$ cat src/rtl/regfile_write_queue_pkg.sv
// regfile_pkg: definitions shared by the register file, its writer-side
// queue (regfile_write_queue) and their testbenches.
//   DATA_W   - writeback data width
//   IDX_W    - register index width
//   ZERO_REG - hard-wired zero register (XZR); writes to it are discarded
//   wb_entry_t - one queued writeback {rd, data}
package regfile_pkg;

  localparam int DATA_W   = 64;
  localparam int IDX_W    = 5;
  localparam int ZERO_REG = 31;

  typedef struct packed {
    logic [IDX_W-1:0]  rd;
    logic [DATA_W-1:0] data;
  } wb_entry_t;

endpackage

$ cat src/rtl/regfile_write_queue_if.sv
// regfile_write_queue_if: bundles the two producer handshakes, the register
// file write port, the occupancy output and (with REGFILE_WQ_FORWARD_EN
// defined) the decode-stage forwarding lookup.
//   slave  modport - used by regfile_write_queue
//   master modport - used by whatever drives the producers / watches the port
interface regfile_write_queue_if #(
  parameter int DEPTH  = 4,
  parameter int DATA_W = regfile_pkg::DATA_W,
  parameter int IDX_W  = regfile_pkg::IDX_W
);
  localparam int CNT_W = $clog2(DEPTH) + 1;

  logic              alu_valid;
  logic              alu_ready;
  logic [IDX_W-1:0]  alu_rd;
  logic [DATA_W-1:0] alu_data;
  logic              mem_valid;
  logic              mem_ready;
  logic [IDX_W-1:0]  mem_rd;
  logic [DATA_W-1:0] mem_data;
  logic              reg_write;
  logic [IDX_W-1:0]  write_register;
  logic [DATA_W-1:0] write_data;
  logic [CNT_W-1:0]  pending;
`ifdef REGFILE_WQ_FORWARD_EN
  logic [IDX_W-1:0]  fwd_reg;
  logic              fwd_hit;
  logic [DATA_W-1:0] fwd_data;

  modport slave (
    input  alu_valid, alu_rd, alu_data, mem_valid, mem_rd, mem_data, fwd_reg,
    output alu_ready, mem_ready, reg_write, write_register, write_data,
           pending, fwd_hit, fwd_data
  );
  modport master (
    output alu_valid, alu_rd, alu_data, mem_valid, mem_rd, mem_data, fwd_reg,
    input  alu_ready, mem_ready, reg_write, write_register, write_data,
           pending, fwd_hit, fwd_data
  );
`else
  modport slave (
    input  alu_valid, alu_rd, alu_data, mem_valid, mem_rd, mem_data,
    output alu_ready, mem_ready, reg_write, write_register, write_data, pending
  );
  modport master (
    output alu_valid, alu_rd, alu_data, mem_valid, mem_rd, mem_data,
    input  alu_ready, mem_ready, reg_write, write_register, write_data, pending
  );
`endif
endinterface

$ cat src/rtl/regfile_write_queue_wb_fifo.sv
// wb_fifo: in-order FIFO of wb_entry_t with two push lanes and one pop lane.
// Lane 0 is older than lane 1; when both push, lane 0 lands first.
//   clk, rst       - clock, asynchronous active-high reset (control only)
//   push0/entry    - older push lane
//   push1/entry    - younger push lane
//   pop            - retire head (caller only pops when count != 0)
//   head           - entry at read pointer
//   count          - occupancy
//   entries, rd_ptr_o - raw storage view (REGFILE_WQ_FORWARD_EN only)
// The caller guarantees pushes never exceed free space.
module wb_fifo
  import regfile_pkg::*;
#(
  parameter int DEPTH = 4,
  localparam int PTR_W = $clog2(DEPTH),
  localparam int CNT_W = PTR_W + 1
) (
  input  logic             clk,
  input  logic             rst,
  input  logic             push0,
  input  wb_entry_t        push0_entry,
  input  logic             push1,
  input  wb_entry_t        push1_entry,
  input  logic             pop,
  output wb_entry_t        head,
  output logic [CNT_W-1:0] count
`ifdef REGFILE_WQ_FORWARD_EN
  ,
  output wb_entry_t        entries [DEPTH],
  output logic [PTR_W-1:0] rd_ptr_o
`endif
);

  logic [PTR_W-1:0] wr_ptr;
  logic [PTR_W-1:0] rd_ptr;
  logic [PTR_W-1:0] push1_idx;
  logic [1:0]       n_push;
  wb_entry_t        mem_q [DEPTH];

  assign n_push    = {1'b0, push0} + {1'b0, push1};
  // Lane 1 goes one slot past lane 0 only if lane 0 actually pushed.
  assign push1_idx = push0 ? wr_ptr + PTR_W'(1) : wr_ptr;

  // Pointers are PTR_W wide, so they wrap modulo DEPTH on their own.
  always_ff @(posedge clk or posedge rst) begin
    if (rst) begin
      wr_ptr <= '0;
      rd_ptr <= '0;
      count  <= '0;
    end else begin
      wr_ptr <= wr_ptr + PTR_W'(n_push);
      rd_ptr <= rd_ptr + PTR_W'(pop);
      count  <= count + CNT_W'(n_push) - CNT_W'(pop);
    end
  end

  always_ff @(posedge clk) begin
    if (push0) mem_q[wr_ptr]    <= push0_entry;
    if (push1) mem_q[push1_idx] <= push1_entry;
  end

  assign head = mem_q[rd_ptr];

`ifdef REGFILE_WQ_FORWARD_EN
  assign entries  = mem_q;
  assign rd_ptr_o = rd_ptr;
`endif

endmodule

$ cat src/rtl/regfile_write_queue.sv
// regfile_write_queue: writer-side front end for the 32 x 64-bit register
// file. Accepts results from the ALU and the load unit over valid/ready,
// queues them in order (load before ALU on the same edge) and retires one
// write per cycle through the register file's single write port.
//   clk  - rising-edge clock
//   rst  - asynchronous active-high reset; flushes the queue
//   bus  - regfile_write_queue_if.slave: producer handshakes, write port
//          (reg_write/write_register/write_data), pending occupancy and,
//          with REGFILE_WQ_FORWARD_EN defined, fwd_reg/fwd_hit/fwd_data.
// Optional feature macro: REGFILE_WQ_FORWARD_EN (newest-match lookup of
// queued results for the decode stage).
module regfile_write_queue
  import regfile_pkg::*;
#(
  parameter int DEPTH    = 4,
  parameter int DATA_W   = regfile_pkg::DATA_W,
  parameter int IDX_W    = regfile_pkg::IDX_W,
  parameter int ZERO_REG = regfile_pkg::ZERO_REG
) (
  input logic                  clk,
  input logic                  rst,
  regfile_write_queue_if.slave bus
);

  localparam int PTR_W = $clog2(DEPTH);
  localparam int CNT_W = PTR_W + 1;

  logic [CNT_W-1:0] count;
  wb_entry_t        head;
  logic             room1;
  logic             room2;
  logic             mem_fire;
  logic             alu_fire;
  logic             push_mem;
  logic             push_alu;
  logic             draining;
  wb_entry_t        mem_entry;
  wb_entry_t        alu_entry;

`ifdef REGFILE_WQ_FORWARD_EN
  wb_entry_t        entries [DEPTH];
  logic [PTR_W-1:0] rd_ptr;
  logic [PTR_W-1:0] fwd_idx;
`endif

  // Ready looks only at the registered count: no credit for this cycle's pop.
  // The ALU needs two free slots when the load unit may take one alongside it.
  assign room1         = (count <= CNT_W'(DEPTH - 1));
  assign room2         = (count <= CNT_W'(DEPTH - 2));
  assign bus.mem_ready = !rst && room1;
  assign bus.alu_ready = !rst && (room2 || (!bus.mem_valid && room1));

  assign mem_fire = bus.mem_valid && bus.mem_ready;
  assign alu_fire = bus.alu_valid && bus.alu_ready;

  // XZR results complete the handshake but never occupy a slot.
  assign push_mem = mem_fire && (bus.mem_rd != IDX_W'(ZERO_REG));
  assign push_alu = alu_fire && (bus.alu_rd != IDX_W'(ZERO_REG));

  assign mem_entry = '{rd: bus.mem_rd, data: bus.mem_data};
  assign alu_entry = '{rd: bus.alu_rd, data: bus.alu_data};

  wb_fifo #(
    .DEPTH (DEPTH)
  ) u_fifo (
    .clk         (clk),
    .rst         (rst),
    .push0       (push_mem),
    .push0_entry (mem_entry),
    .push1       (push_alu),
    .push1_entry (alu_entry),
    .pop         (draining),
    .head        (head),
    .count       (count)
`ifdef REGFILE_WQ_FORWARD_EN
    ,
    .entries     (entries),
    .rd_ptr_o    (rd_ptr)
`endif
  );

  // Head drives the write port combinationally and pops on the same edge
  // the register file captures it.
  assign draining           = (count != '0);
  assign bus.reg_write      = draining;
  assign bus.write_register = draining ? head.rd : '0;
  assign bus.write_data     = draining ? head.data : DATA_W'(0);
  assign bus.pending        = count;

`ifdef REGFILE_WQ_FORWARD_EN
  // Walk oldest to newest over the live entries; the last match wins.
  always_comb begin
    bus.fwd_hit  = 1'b0;
    bus.fwd_data = '0;
    fwd_idx      = '0;
    for (int i = 0; i < DEPTH; i++) begin
      fwd_idx = rd_ptr + PTR_W'(i);
      if ((CNT_W'(i) < count) && (entries[fwd_idx].rd == bus.fwd_reg) &&
          (bus.fwd_reg != IDX_W'(ZERO_REG))) begin
        bus.fwd_hit  = 1'b1;
        bus.fwd_data = entries[fwd_idx].data;
      end
    end
  end
`endif

endmodule
$ cat src/flat_wrapper.sv
// flat-port wrapper written by rule: the top's interface ports become plain ports
module regfile_write_queue_flat import regfile_pkg::*;
#(
  parameter int DEPTH    = 4,
  parameter int DATA_W   = regfile_pkg::DATA_W,
  parameter int IDX_W    = regfile_pkg::IDX_W,
  parameter int ZERO_REG = regfile_pkg::ZERO_REG
)
  (clk, rst, bus_alu_valid, bus_alu_rd, bus_alu_data, bus_mem_valid, bus_mem_rd, bus_mem_data, bus_alu_ready, bus_mem_ready, bus_reg_write, bus_write_register, bus_write_data, bus_pending);
  regfile_write_queue_if #(.DEPTH(DEPTH), .DATA_W(DATA_W), .IDX_W(IDX_W)) bus_i ();
  input logic clk;
  input logic rst;
  input wire logic [$bits(bus_i.alu_valid)-1:0] bus_alu_valid;
  input wire logic [$bits(bus_i.alu_rd)-1:0] bus_alu_rd;
  input wire logic [$bits(bus_i.alu_data)-1:0] bus_alu_data;
  input wire logic [$bits(bus_i.mem_valid)-1:0] bus_mem_valid;
  input wire logic [$bits(bus_i.mem_rd)-1:0] bus_mem_rd;
  input wire logic [$bits(bus_i.mem_data)-1:0] bus_mem_data;
  output wire logic [$bits(bus_i.alu_ready)-1:0] bus_alu_ready;
  output wire logic [$bits(bus_i.mem_ready)-1:0] bus_mem_ready;
  output wire logic [$bits(bus_i.reg_write)-1:0] bus_reg_write;
  output wire logic [$bits(bus_i.write_register)-1:0] bus_write_register;
  output wire logic [$bits(bus_i.write_data)-1:0] bus_write_data;
  output wire logic [$bits(bus_i.pending)-1:0] bus_pending;
  assign bus_i.alu_valid = bus_alu_valid;
  assign bus_i.alu_rd = bus_alu_rd;
  assign bus_i.alu_data = bus_alu_data;
  assign bus_i.mem_valid = bus_mem_valid;
  assign bus_i.mem_rd = bus_mem_rd;
  assign bus_i.mem_data = bus_mem_data;
  assign bus_alu_ready = bus_i.alu_ready;
  assign bus_mem_ready = bus_i.mem_ready;
  assign bus_reg_write = bus_i.reg_write;
  assign bus_write_register = bus_i.write_register;
  assign bus_write_data = bus_i.write_data;
  assign bus_pending = bus_i.pending;
  regfile_write_queue #(.DEPTH(DEPTH), .DATA_W(DATA_W), .IDX_W(IDX_W), .ZERO_REG(ZERO_REG)) u_core (.clk(clk), .rst(rst), .bus(bus_i));
endmodule
$ cat config.mk
export PLATFORM = sky130hd
export DESIGN_NAME = regfile_write_queue_flat
export DESIGN_NICKNAME = d
export VERILOG_FILES = /design/src/rtl/regfile_write_queue_pkg.sv /design/src/rtl/regfile_write_queue_if.sv /design/src/rtl/regfile_write_queue_wb_fifo.sv /design/src/rtl/regfile_write_queue.sv /design/src/flat_wrapper.sv
export SDC_FILE = /design/constraint.sdc
export NUM_CORES = 1
export LEC_CHECK = 0
export CAP_MARGIN = 20
export CORE_UTILIZATION = 55
export DETAILED_ROUTE_END_ITERATION = 6
export GPL_TIMING_DRIVEN = 0
export HOLD_SLACK_MARGIN = 0.08
export PLACE_DENSITY_LB_ADDON = 0.3
export SETUP_SLACK_MARGIN = 0.5
export SYNTH_ARGS = -nofsm -noshare
export SYNTH_HDL_FRONTEND = slang
export SYNTH_HIERARCHICAL = 1
export SYNTH_SLANG_ARGS = --single-unit
$ cat constraint.sdc
create_clock -name clk -period 4.59 [get_ports clk]
set_input_delay 0.918 -clock clk [delete_from_list [all_inputs] [get_ports clk]]
set_output_delay 0.918 -clock clk [all_outputs]
set_load 0.02 [all_outputs]
==> results.yml <==
placement:
  portBuffers: 216
  dp_slack_ps: 302
  dp.cells: 1357
  post_dp_cell_area_sq_mm: 0.0173
  gp_congestion: 0.719
  place_hpwl_um: 20800
cts:
  cts_tree: "done"
  cts.sinks: 283
  hold_buffers: 0
  clk_latency_ps: 530
  clkTransAtPathRegs_ps: 60
  htreeDepth: 1
  numCtsBuffers: 29
  ctsRootBufferMaster: "clkbuf_16"
  clock_tree.buffer_depth: 3
sta:
  finalHoldViolCount: 0
  fin_ws_ps: 619
  worstMarginPinSlew_ps: 787
  fin_crit_sh_pct: 86.5
  setup_viol: 0
  period_minus_slack_ps: 3970
  rsz0062_at_grt: "no"
  fmax_mhz: 252
  slew_viol_final: 0
  slew_headroom_pct: 47.6
  fin_skew_ps: 10.1
worst_setup_path:
  worst_r2r_endpoint: "u_core/u_fifo/mem_q[2][33]$_DFFE_PP_"
  cp-start-kind: "flop"
  required_ps: 3670
  critPathCaptureType: "output pin"
  endpoint: "bus_write_data[59]"
  crit_type: "flop to output pin"
  r2r_start: "u_core/u_fifo/count[1]$_DFF_PP0_"
  critPathArrivalTime_ps: 3050
  r2r_cells: 7
  r2r_slack_ps: 1250
  crit_start: "u_core/u_fifo/rd_ptr[1]$_DFF_PP0_"
  crit_fanout: 10
floorplanning:
  die_h_um: 165
  die_w_um: 165
  initial_core_util_pct: 56.1
  core_sq_mm: 0.0261
  rows: 59
  io_pins: 217
  dieArea_sq_mm: 0.0272
routing:
  dr.pass1.iters: 5
  viasPerCell: 5.84
  drt-total-wl_um: 32500
  drc: 0
  vias: 8209
  drtIter0Drc: 501
  drt.antenna.violating_nets: 0
  wl_per_cell_um: 23.1
grt:
  grt_pass1_wl_um: 49800
  grt_max_degree: 51
  grt_pass1_vias: 8818
  grt_usage_pct: 24.5
  gr-total-overflow: 0
  antenna_found_initial: 0
synthesis:
  synth_warnings: 6
  synth_area_sq_mm: 0.0146
  synth_cells: 802
  synth_cell_types: 32
  synth_nets: 955
  synth-seq-area-share_pct: 57.9
  synth_top_cell_by_area: "edfxtp_1"
  syn_area_per_cell_sq_um: 18.2
  ys_seq_elements: 283
  synthTopCellsByArea: "edfxtp_1 57%, mux2_2 17%, mux4_2 11%"
  yosysTopAreaCellShare_pct: 56.7
layout:
  final_area_sq_mm: 0.0181
  areaGrowthSynthToFinish_pct: 24.1
  fin_cells: 1406
  drive_gt1_share_pct: 41.3
  nNetsFinal: 1206
  regArea_sq_mm: 0.00846
  fillers: 1766
  multiInputGateArea_sq_mm: 0.00565
power_and_ir_drop:
  powerDensity_mw_per_mm2: 555
  vdd_drop_max_mv: 0.388
  internal-power_uw: 6900
  power.switching_uw: 3160
  switching_share_pct: 31.4
  seq_power_share_pct: 33.8
  combinationalPowerShare_pct: 45.7
  p_clk_share_pct: 20.4
  leakage_uw: 0.00619
min_path:
  hp-class: "flop to flop"
status:
  status: "completed"
run:
  drv_cap: 0
power by group through the flow:
stage / registers [uW] / clock network, uW / logic [uW]
after floorplan: 3440 / 0 / 2950
after global placement: 3470 / 0 / 4550
after detailed placement: 3460 / 0 / 4630
after CTS: 3410 / 2100 / 4660
after global routing: 3430 / 2190 / 4900
final: 3410 / 2060 / 4600
worst max-delay path, cell delays in order, from the launching register on:
cell             delay [ps]
dfrtp_1                 320
clkbuf_1                450
clkbuf_1                620
mux4_2                  420
and2_1                  160
clkdlybuf4s50_1         550
kinds of logic after synthesis:
family,after synthesis,synth area share [%]
mux,345,31.9
compound gates,9,0.710
flops,283,57.9
simple gates,86,4.56
xor+xnor,5,0.300
fa+ha+maj,11,0.993
buf+inv,63,3.65
sequential cells by signal, indices dropped and copies added (netlist names):
register	count
u_core/u_fifo/wr_ptr	2
u_core/u_fifo/count	3
u_core/u_fifo/rd_ptr	2
u_core/u_fifo/mem_q	276
how the worst min path moves through the flow:
| stage | startpoint | to | slack (ps) | cells after the start |
|---|---|---|---|---|
| floorplan | u_core/u_fifo/rd_ptr[0]$_DFF_PP0_ | u_core/u_fifo/rd_ptr[0]$_DFF_PP0_ | 460 | 1 |
| global placement | u_core/u_fifo/rd_ptr[0]$_DFF_PP0_ | u_core/u_fifo/rd_ptr[0]$_DFF_PP0_ | 470 | 1 |
| detailed placement | u_core/u_fifo/rd_ptr[0]$_DFF_PP0_ | u_core/u_fifo/rd_ptr[0]$_DFF_PP0_ | 490 | 1 |
| CTS | u_core/u_fifo/rd_ptr[0]$_DFF_PP0_ | u_core/u_fifo/rd_ptr[0]$_DFF_PP0_ | 500 | 1 |
| global route | u_core/u_fifo/rd_ptr[0]$_DFF_PP0_ | u_core/u_fifo/rd_ptr[0]$_DFF_PP0_ | 520 | 1 |
| finish | u_core/u_fifo/rd_ptr[0]$_DFF_PP0_ | u_core/u_fifo/rd_ptr[0]$_DFF_PP0_ | 500 | 1 |
stage by stage:
step           hold WS (ps)  total power [uW]  setup TNS, ps  utilization [%]
2_1_floorplan           464              6390              0                -
3_3_place_gp            474              8020        -124150             66.0
3_5_place_dp            488              8090              0             66.5
4_1_cts                 501             10200              0             69.6
5_1_grt                 521             10500              0             69.6
6_report                499             10100              0             69.6
timing repair:
action | in CTS | in global routing
resized for setup | 0 | 2
setup buffers | 0 | 0
setup endpoints to repair | 0 | 10
synthesized netlist by cell type:
cell,count
nor2_1,1
or3_1,1
nor3_1,1
a21o_1,2
edfxtp_1,276
fa_1,1
o21ai_2,2
nand2_1,6
o31ai_4,2
nor3b_1,2
and3b_1,1
mux2_2,227
buf_4,4
and2_4,57
xor2_1,1
nand3_1,2
buf_2,5
clkbuf_8,2
inv_1,9
ha_1,10
mux2_1,49
xnor2_1,4
buf_6,34
nand4_1,1
clkbuf_1,9
nand2_2,1
mux4_2,69
dfrtp_1,7
and2_1,12
a311oi_1,1
o211a_1,2
nand4b_1,1
placed cells by master, fill, tap and decap left out, drive strengths merged, types with 4 or more instances in the layout:
cell type and instances:
buf 47, inv 9, ha 10, edfxtp 276, and2 69, clkinv 9, mux4 69, clkdlybuf4s50 216
dfrtp 7, mux2 276, nand2 7, clkbuf 50, xnor2 4
area by class of cell:
cell class	count	area share, %
well taps	335	2.31
inverters	9	0.186
multi-input cells	456	31.2
plain buffers	54	2.76
repair buffers	220	12.5
clock buffers	39	4.21
flip-flops and latches	283	46.7
clock inverters	9	0.193
diodes	1	0.0138
per-layer routing:
layer  GRT usage [%]  wire length [um]  vias to the layer above
li1                -                 -                     3711
met1            31.9             13000                     4144
met2            42.5             16600                      303
met3            3.89              2100                       51
met4            6.96               735                        0
met5               0                 0                        -
(Power assumes the default switching activity.)
